<file path="src/rtl/sram_bus_arbiter_pkg.sv">
// Shared bus definitions for the SRAM arbiter: widths, FSM states and owner encoding.
package cpu_bus_pkg;

    localparam int ADDR_W = 32;
    localparam int DATA_W = 32;
    localparam int STRB_W = 4;

    typedef enum logic [1:0] {
        IDLE = 2'd0,
        REQ  = 2'd1,
        RESP = 2'd2
    } state_t;

    typedef enum logic {
        OWNER_DATA = 1'b0,
        OWNER_INST = 1'b1
    } owner_t;

endpackage

</file>
<file path="src/rtl/sram_bus_arbiter_if.sv">
// One SRAM-style request/response channel; used for both requesters and the memory port.
interface sram_bus_arbiter_if;
    import cpu_bus_pkg::*;

    logic              req;
    logic              wr;
    logic [STRB_W-1:0] wstrb;
    logic [ADDR_W-1:0] addr;
    logic [DATA_W-1:0] wdata;
    logic              addr_ok;
    logic              data_ok;
    logic [DATA_W-1:0] rdata;

    // Master issues requests; slave accepts them and returns responses.
    modport master (
        output req, wr, wstrb, addr, wdata,
        input  addr_ok, data_ok, rdata
    );

    modport slave (
        input  req, wr, wstrb, addr, wdata,
        output addr_ok, data_ok, rdata
    );

endinterface

</file>
<file path="src/rtl/sram_bus_arbiter.sv">
// Two-requester (inst/data) arbiter onto one SRAM-style memory port, one transaction in flight.
module sram_bus_arbiter
    import cpu_bus_pkg::*;
#(
    parameter int STARVE_LIMIT = 4
) (
    input  logic                clk,
    input  logic                reset,
    sram_bus_arbiter_if.slave   inst,
    sram_bus_arbiter_if.slave   data,
    sram_bus_arbiter_if.master  mem
);

    localparam int                CNT_W   = $clog2(STARVE_LIMIT + 1);
    localparam logic [CNT_W-1:0]  CNT_MAX = CNT_W'(STARVE_LIMIT);

    state_t             state, state_nx;
    owner_t             owner, owner_nx;
    logic [CNT_W-1:0]   starve_cnt, starve_cnt_nx;
    logic               grant_inst;
    logic               bus_addr_ok;
    logic               bus_data_ok;

    // NOTE: state registers use non-blocking assignments so every flop samples pre-edge values.
    always_ff @(posedge clk) begin
        if (reset) begin
            state      <= IDLE;
            owner      <= OWNER_DATA;
            starve_cnt <= '0;
        end else begin
            state      <= state_nx;
            owner      <= owner_nx;
            starve_cnt <= starve_cnt_nx;
        end
    end

    // NOTE: every always_comb output gets a default first so no path can infer a latch.
    always_comb begin
        state_nx      = state;
        owner_nx      = owner;
        starve_cnt_nx = starve_cnt;
        grant_inst    = inst.req && (!data.req || (starve_cnt == CNT_MAX));

        unique case (state)
            IDLE: begin
                if (inst.req || data.req) begin
                    state_nx = REQ;
                    if (grant_inst) begin
                        owner_nx      = OWNER_INST;
                        starve_cnt_nx = '0;
                    end else begin
                        owner_nx = OWNER_DATA;
                        // Count data grants only while inst is actually waiting.
                        if (!inst.req)
                            starve_cnt_nx = '0;
                        else if (starve_cnt != CNT_MAX)
                            starve_cnt_nx = starve_cnt + 1'b1;
                    end
                end
            end
            REQ: begin
                if (mem.addr_ok)
                    state_nx = mem.data_ok ? IDLE : RESP;
            end
            RESP: begin
                if (mem.data_ok)
                    state_nx = IDLE;
            end
            default: state_nx = IDLE;
        endcase
    end

    always_comb begin
        mem.req      = 1'b0;
        mem.wr       = 1'b0;
        mem.wstrb    = '0;
        mem.addr     = '0;
        mem.wdata    = '0;
        bus_addr_ok  = 1'b0;
        bus_data_ok  = 1'b0;

        // Handshake outputs are held low for the whole reset cycle, not just after it.
        if (!reset) begin
            unique case (state)
                REQ: begin
                    mem.req     = 1'b1;
                    mem.wr      = (owner == OWNER_INST) ? inst.wr    : data.wr;
                    mem.wstrb   = (owner == OWNER_INST) ? inst.wstrb : data.wstrb;
                    mem.addr    = (owner == OWNER_INST) ? inst.addr  : data.addr;
                    mem.wdata   = (owner == OWNER_INST) ? inst.wdata : data.wdata;
                    bus_addr_ok = mem.addr_ok;
                    bus_data_ok = mem.addr_ok && mem.data_ok;
                end
                RESP: begin
                    bus_data_ok = mem.data_ok;
                end
                default: ;
            endcase
        end

        inst.addr_ok = bus_addr_ok && (owner == OWNER_INST);
        inst.data_ok = bus_data_ok && (owner == OWNER_INST);
        data.addr_ok = bus_addr_ok && (owner == OWNER_DATA);
        data.data_ok = bus_data_ok && (owner == OWNER_DATA);
        inst.rdata   = mem.rdata;
        data.rdata   = mem.rdata;
    end

endmodule

</file>
<file path="src/flat_wrapper.sv">
// flat-port wrapper written by rule: the top's interface ports become plain ports
module sram_bus_arbiter_flat import cpu_bus_pkg::*;
#(
    parameter int STARVE_LIMIT = 4
)
  (clk, reset, inst_req, inst_wr, inst_wstrb, inst_addr, inst_wdata, inst_addr_ok, inst_data_ok, inst_rdata, data_req, data_wr, data_wstrb, data_addr, data_wdata, data_addr_ok, data_data_ok, data_rdata, mem_req, mem_wr, mem_wstrb, mem_addr, mem_wdata, mem_addr_ok, mem_data_ok, mem_rdata);
  sram_bus_arbiter_if inst_i ();
  sram_bus_arbiter_if data_i ();
  sram_bus_arbiter_if mem_i ();
  input  logic clk;
  input  logic reset;
  input wire logic [$bits(inst_i.req)-1:0] inst_req;
  input wire logic [$bits(inst_i.wr)-1:0] inst_wr;
  input wire logic [$bits(inst_i.wstrb)-1:0] inst_wstrb;
  input wire logic [$bits(inst_i.addr)-1:0] inst_addr;
  input wire logic [$bits(inst_i.wdata)-1:0] inst_wdata;
  output wire logic [$bits(inst_i.addr_ok)-1:0] inst_addr_ok;
  output wire logic [$bits(inst_i.data_ok)-1:0] inst_data_ok;
  output wire logic [$bits(inst_i.rdata)-1:0] inst_rdata;
  input wire logic [$bits(data_i.req)-1:0] data_req;
  input wire logic [$bits(data_i.wr)-1:0] data_wr;
  input wire logic [$bits(data_i.wstrb)-1:0] data_wstrb;
  input wire logic [$bits(data_i.addr)-1:0] data_addr;
  input wire logic [$bits(data_i.wdata)-1:0] data_wdata;
  output wire logic [$bits(data_i.addr_ok)-1:0] data_addr_ok;
  output wire logic [$bits(data_i.data_ok)-1:0] data_data_ok;
  output wire logic [$bits(data_i.rdata)-1:0] data_rdata;
  output wire logic [$bits(mem_i.req)-1:0] mem_req;
  output wire logic [$bits(mem_i.wr)-1:0] mem_wr;
  output wire logic [$bits(mem_i.wstrb)-1:0] mem_wstrb;
  output wire logic [$bits(mem_i.addr)-1:0] mem_addr;
  output wire logic [$bits(mem_i.wdata)-1:0] mem_wdata;
  input wire logic [$bits(mem_i.addr_ok)-1:0] mem_addr_ok;
  input wire logic [$bits(mem_i.data_ok)-1:0] mem_data_ok;
  input wire logic [$bits(mem_i.rdata)-1:0] mem_rdata;
  assign inst_i.req = inst_req;
  assign inst_i.wr = inst_wr;
  assign inst_i.wstrb = inst_wstrb;
  assign inst_i.addr = inst_addr;
  assign inst_i.wdata = inst_wdata;
  assign inst_addr_ok = inst_i.addr_ok;
  assign inst_data_ok = inst_i.data_ok;
  assign inst_rdata = inst_i.rdata;
  assign data_i.req = data_req;
  assign data_i.wr = data_wr;
  assign data_i.wstrb = data_wstrb;
  assign data_i.addr = data_addr;
  assign data_i.wdata = data_wdata;
  assign data_addr_ok = data_i.addr_ok;
  assign data_data_ok = data_i.data_ok;
  assign data_rdata = data_i.rdata;
  assign mem_req = mem_i.req;
  assign mem_wr = mem_i.wr;
  assign mem_wstrb = mem_i.wstrb;
  assign mem_addr = mem_i.addr;
  assign mem_wdata = mem_i.wdata;
  assign mem_i.addr_ok = mem_addr_ok;
  assign mem_i.data_ok = mem_data_ok;
  assign mem_i.rdata = mem_rdata;
  sram_bus_arbiter #(.STARVE_LIMIT(STARVE_LIMIT)) u_core (.clk(clk), .reset(reset), .inst(inst_i), .data(data_i), .mem(mem_i));
endmodule
</file>
<file path="config.mk">
export PLATFORM = sky130hd
export DESIGN_NAME = sram_bus_arbiter_flat
export DESIGN_NICKNAME = d
export VERILOG_FILES = /design/src/rtl/sram_bus_arbiter_pkg.sv /design/src/rtl/sram_bus_arbiter_if.sv /design/src/rtl/sram_bus_arbiter.sv /design/src/flat_wrapper.sv
export SDC_FILE = /design/constraint.sdc
export NUM_CORES = 1
export LEC_CHECK = 0
export CORE_AREA = 10 10 113 115
export CTS_BUF_LIST = sky130_fd_sc_hd__clkbuf_8
export DETAILED_ROUTE_END_ITERATION = 8
export DIE_AREA = 0 0 123 125
export MAX_ROUTING_LAYER = met4
export PLACE_DENSITY_LB_ADDON = 0.2
export SYNTH_ARGS = -nofsm -noshare
export SYNTH_HDL_FRONTEND = slang
export SYNTH_SLANG_ARGS = --single-unit
</file>
<file path="constraint.sdc">
create_clock -name clk -period 1.5 [get_ports clk]
set_input_delay 0.15 -clock clk [delete_from_list [all_inputs] [get_ports clk]]
set_output_delay 0.15 -clock clk [all_outputs]
set_load 0.02 [all_outputs]
</file>
After elaboration in Yosys (flattened, before gate mapping)
Cells that the tools add are included.

Word-level logic and storage cells: 53. Bits of input ports: 176. Register bits after elaboration: 6. Output and inout port bits: 138.

Bitwise operators: 1. Add/subtract/negate cells: 1. Mux-type cells: 27. Eq/ne operators: 8. Reduce and logical (&&, ||, !) cells: 13.

Operators with widths (count): 2-to-1 mux 32 bit (6); 2-to-1 mux 4 bit (3); 2-to-1 mux 1 bit (9); 2-to-1 mux 3 bit (3); 2-to-1 mux 2 bit (4); logical AND 1 bit (6); case mux 2 bit (3 select lines) (1); AND reduction 3 bit (2); inequality test 2 bit, second input constant (2); adder 3 x 1 -> 3 bit, second input constant (1); == test 3 bit, second input constant (1); inequality test 3 x 1 -> 1 bit, second input constant (1); inequality test 3 bit, second input constant (1); == test 2 x 1 -> 1 bit, second input constant (1); == test 2 bit, second input constant (1); logical NOT 2 bit (1); logical OR 1 bit (2); inequality test 2 x 1 -> 1 bit, second input constant (1); case mux 1 bit (2 select lines) (1); AND reduction 2 bit (1); logical NOT 1 bit (1); NOT 1 bit (1).

Depth between registers and ports, before layout
Gate-level depths: netlist (run 1).

Depth after elaboration: 5. Gate-level depth with buffers: 6. Depth with buffers taken out: 5.

Worst setup path before layout (run 1)
Ideal clock, no wire load.

Path kind: reg2out. Start point: register u_core.state[1]. End point: output inst_data_ok. Slack: -114 ps. Data arrival time: 1464 ps. Stages on the path, launching flop included: 5. Data required time: 1350 ps. Buffers on the path: 0. Cells stage by stage: dfxtp_1 > inv_1 > ha_1 > a21oi_1 > nor4b_1.

Cells in the longest elaborated chain, start to end: 4. Elaborated cells between the ends (all ways): 5. Those cells by class: eq/ne: 2; mux: 2; reduce/logical: 1.

Ends and longest elaborated chain: start: declaration (line sram_bus_arbiter.sv:17) `state_t state, state_nx;`; start signal: assignment (line sram_bus_arbiter.sv:31) `state <= state_nx;`; == test 2 bit or == test 2 x 1 -> 1 bit (tied branches) (line sram_bus_arbiter.sv:84) `unique case (state)`; case mux 1 bit (2 select lines) * (line sram_bus_arbiter.sv:84); 2-to-1 mux 1 bit * (line sram_bus_arbiter.sv:83) `if (!reset) begin`; logical AND 1 bit * (line sram_bus_arbiter.sv:102) `inst.data_ok = bus_data_ok && (owner == OWNER_INST);`; end: declaration (line flat_wrapper.sv:18) `output wire logic [$bits(inst_i.data_ok)-1:0] inst_data_ok;`.

Mark *: on every way between the ends. The rest lies on a longest branch, timed or not.

Final worst setup path (run 1)
Start point: register u_core.state[1]. End point: output data_addr_ok.

Cells in the longest elaborated chain, start to end: 4.

Ends and longest elaborated chain: == test 2 x 1 -> 1 bit (line sram_bus_arbiter.sv:84); 2-to-1 mux 1 bit (line sram_bus_arbiter.sv:84); 2-to-1 mux 1 bit (line sram_bus_arbiter.sv:83); logical AND 1 bit (line sram_bus_arbiter.sv:103) `data.addr_ok = bus_addr_ok && (owner == OWNER_DATA);`; end: declaration (line flat_wrapper.sv:25) `output wire logic [$bits(data_i.addr_ok)-1:0] data_addr_ok;`.

No other way between the ends.

==> results of run 1 <==
-- flip-flops by register name, summed over array words and instances (netlist names) --
register           flops
u_core.starve_cnt      3
u_core.state           2
u_core.owner           1
-- power by group --
part           switching (mW)  internal, mW  leakage [nW]
Sequential             0.0229         0.178        0.0507
Clock                  0.0724         0.176        0.0269
Combinational            1.04          1.35          1.89
Total                    1.14          1.71          1.97
-- cell usage in the layout (no fill, tap or decap), types with 6 or more instances in the layout --
cell	netlist	routed
inv_1	7	6
nor2_4	0	33
nand2_1	8	7
clkdlybuf4s50_1	0	143
nor2_1	69	31
mux2i_2	0	13
mux2i_1	70	35
mux2i_4	0	22
buf_16	0	8
buf_4	64	48
buf_6	2	41
buf_12	0	11
-- layer usage --
| layer | routed length, µm | up-vias | GRT usage, % |
|---|---|---|---|
| li1 | - | 1208 | - |
| met2 | 6728 | 145 | 26.50 |
| met4 | 46 | 0 | 0.8225 |
| met1 | 4507 | 1171 | 14.77 |
| met5 | 0 | - | - |
| met3 | 1038 | 6 | 3.960 |
-- worst paths after layout --
check	from	end
min reg2reg	u_core.starve_cnt[0]	u_core.starve_cnt[0]
max	u_core.state[1]	data_addr_ok
max reg2reg	u_core.state[0]	u_core.state[1]
min	mem_rdata[9]	inst_rdata[9]
-- area by class of cell --
class,count,area share (%)
well taps,140,3.396
clock buffers,3,0.8006
clock inverters,1,0.07278
flip-flops and latches,6,2.499
inverters,7,0.5095
multi-input cells,176,36.90
repair buffers,262,55.82
-- cell families after synthesis --
family	Yosys count	synth area share, %
multiplexers	70	36.29
AND/OR/NAND/NOR	91	20.29
flip-flops	6	6.222
AO/OA/AOI/OAI	10	3.111
adder cells (fa/ha/maj)	5	3.240
buffers and inverters	88	30.85
-- through the flow --
stage	utilization (%)	power, mW	setup WS (ns)	area (µm²)	TNS, ns
2_1_floorplan	-	1.138	0.07013	1948	0
3_5_place_dp	37.11	1.780	-0.4011	3935	-24.13
3_3_place_gp	37.11	1.770	-0.3766	3935	-23.03
4_1_cts	42.99	2.505	-0.1206	4558	-3.104
5_1_grt	48.64	3.000	-0.1518	5157	-5.863
6_report	48.64	2.843	-0.09558	5157	-1.987
-- timing repair --
item | CTS | global route
pin swaps | 14 | 26
gates resized for setup | 444 | 117
gates cloned | 8 | 5
hold buffers | 0 | 0
setup buffers | 15 | 1
endpoints found under the setup margin | 75 | 75
-- critical path, stage by stage (launching register included) --
cell and delay, ns:
dfxtp_2 0.32, inv_2 0.07, ha_4 0.15, nand2b_4 0.11
buf_8 0.17, buf_16 0.14, nor3_4 0.11, buf_6 0.14
==> impl_metrics.yaml, run 1 <==
run_status:
  status: "complete, but fails checks"
  violations: "setup timing"
drt:
  final_antenna_net_count: 0
  routedWlPerCell_um: 20.70
  vias: 2530
  dr.pass1.iters: 4
  vias_per_cell: 4.252
  first_iter_violations: 58
  drc: 0
  routed_wl_um: 12320
clock_network:
  clkTransAtPathRegs_ns: 0.04
  worstSkewPairLatency_ns: 0.22
  cts_inserted_buffers: 3
  cts_tree: "built"
  max-clock-path-buffers: 2
  cts_sinks: 6
  cts-htree-levels: 1
  cts_root_buffer: "clkbuf_8"
synth:
  synth_common_cells: "70 x mux2i_1, 69 x nor2_1, 64 x buf_4"
  synth_top_area_cell: "mux2i_1"
  synth_area_leaders: "mux2i_1 36%, buf_4 25%, nor2_1 13%"
  yosysSeqAreaShare_pct: 6.222
  synthCells: 270
  syn_area_per_cell_um2: 7.150
  synth_top_area_share_pct: 36.29
  synth-edff-count: 0
  synthArstFlopShare_pct: 0
  synth_most_common_cell: "mux2i_1"
  ys.flop_type: "dfxtp_1"
  ys.warnings.count: 0
  synth-seq-cells: 6
  post_synth_num_cell_types: 26
  syn_area_um2: 1931
  syn_nets: 451
floorplanning:
  pin_count: 314
  coreArea_um2: 10600
  die_x_um: 123
  die_h_um: 125
  initial_utilization_pct: 18.21
  fp-row-count: 38
  dieArea_um2: 15380
worst_setup_path:
  endpoint_kind: "output pin"
  crit_path_max_fanout: 6
  worstSetupStartpointType: "flop"
  critPathRequiredTime_ns: 1.35
  crit_type: "flop to output pin"
  r2r_slack_ns: -0.06
  crit_arrival_ns: 1.45
  reg2reg_depth: 5
grt:
  grt_pass1_wl_um: 16500
  grt_max_degree: 21
  antenna_found_initial: 0
  grt_pass1_vias: 2634
  grt_overflow: 0
  groute.usage.overall_pct: 14.10
timing:
  fin_ws_ns: -0.09558
  whs_ns: 0.3000
  period_share_pct: 106.4
  tightest_slew_ns: 0.3394
  rsz0062_at_grt: "yes"
  hold_viol: 0
  slew_headroom_pct: 77.14
  maxSlewViolCount: 0
  setup_violations: 45
  maxClockFrequency_mhz: 626.7
  fin_skew_ns: 0.004040
  finalCriticalPeriod_ns: 1.596
final_layout:
  stdcell_count: 595
  drive_gt1_share_pct: 46.59
  nets: 637
  fillers: 980
  multiInputGateArea_um2: 1903
  seqCellArea_um2: 128.9
  syn_to_final_growth_pct: 167.1
  diodes: 0
placed_design:
  gp_congestion: 0.8686
  dp_cells: 563
  portBuffers: 217
  dp_hpwl_um: 8656
power:
  p_leak_nw: 1.971
  p_per_area_nw_per_um2: 551.3
  ir_worst_vdd_uv: 681.2
job:
  maxCapViolCount: 0
worst_hold_path:
  min_path_type: "input pin to output pin"
  holdPathStages: 0
Power figures use the tool's default switching activity.
==> run 2, diff against run 1 <==
ABC_CLOCK_PERIOD_IN_PS = 1500   (was unset)
==> results of run 2 <==
Same layout as run 1: the final DEF is identical, and so are final timing and power.
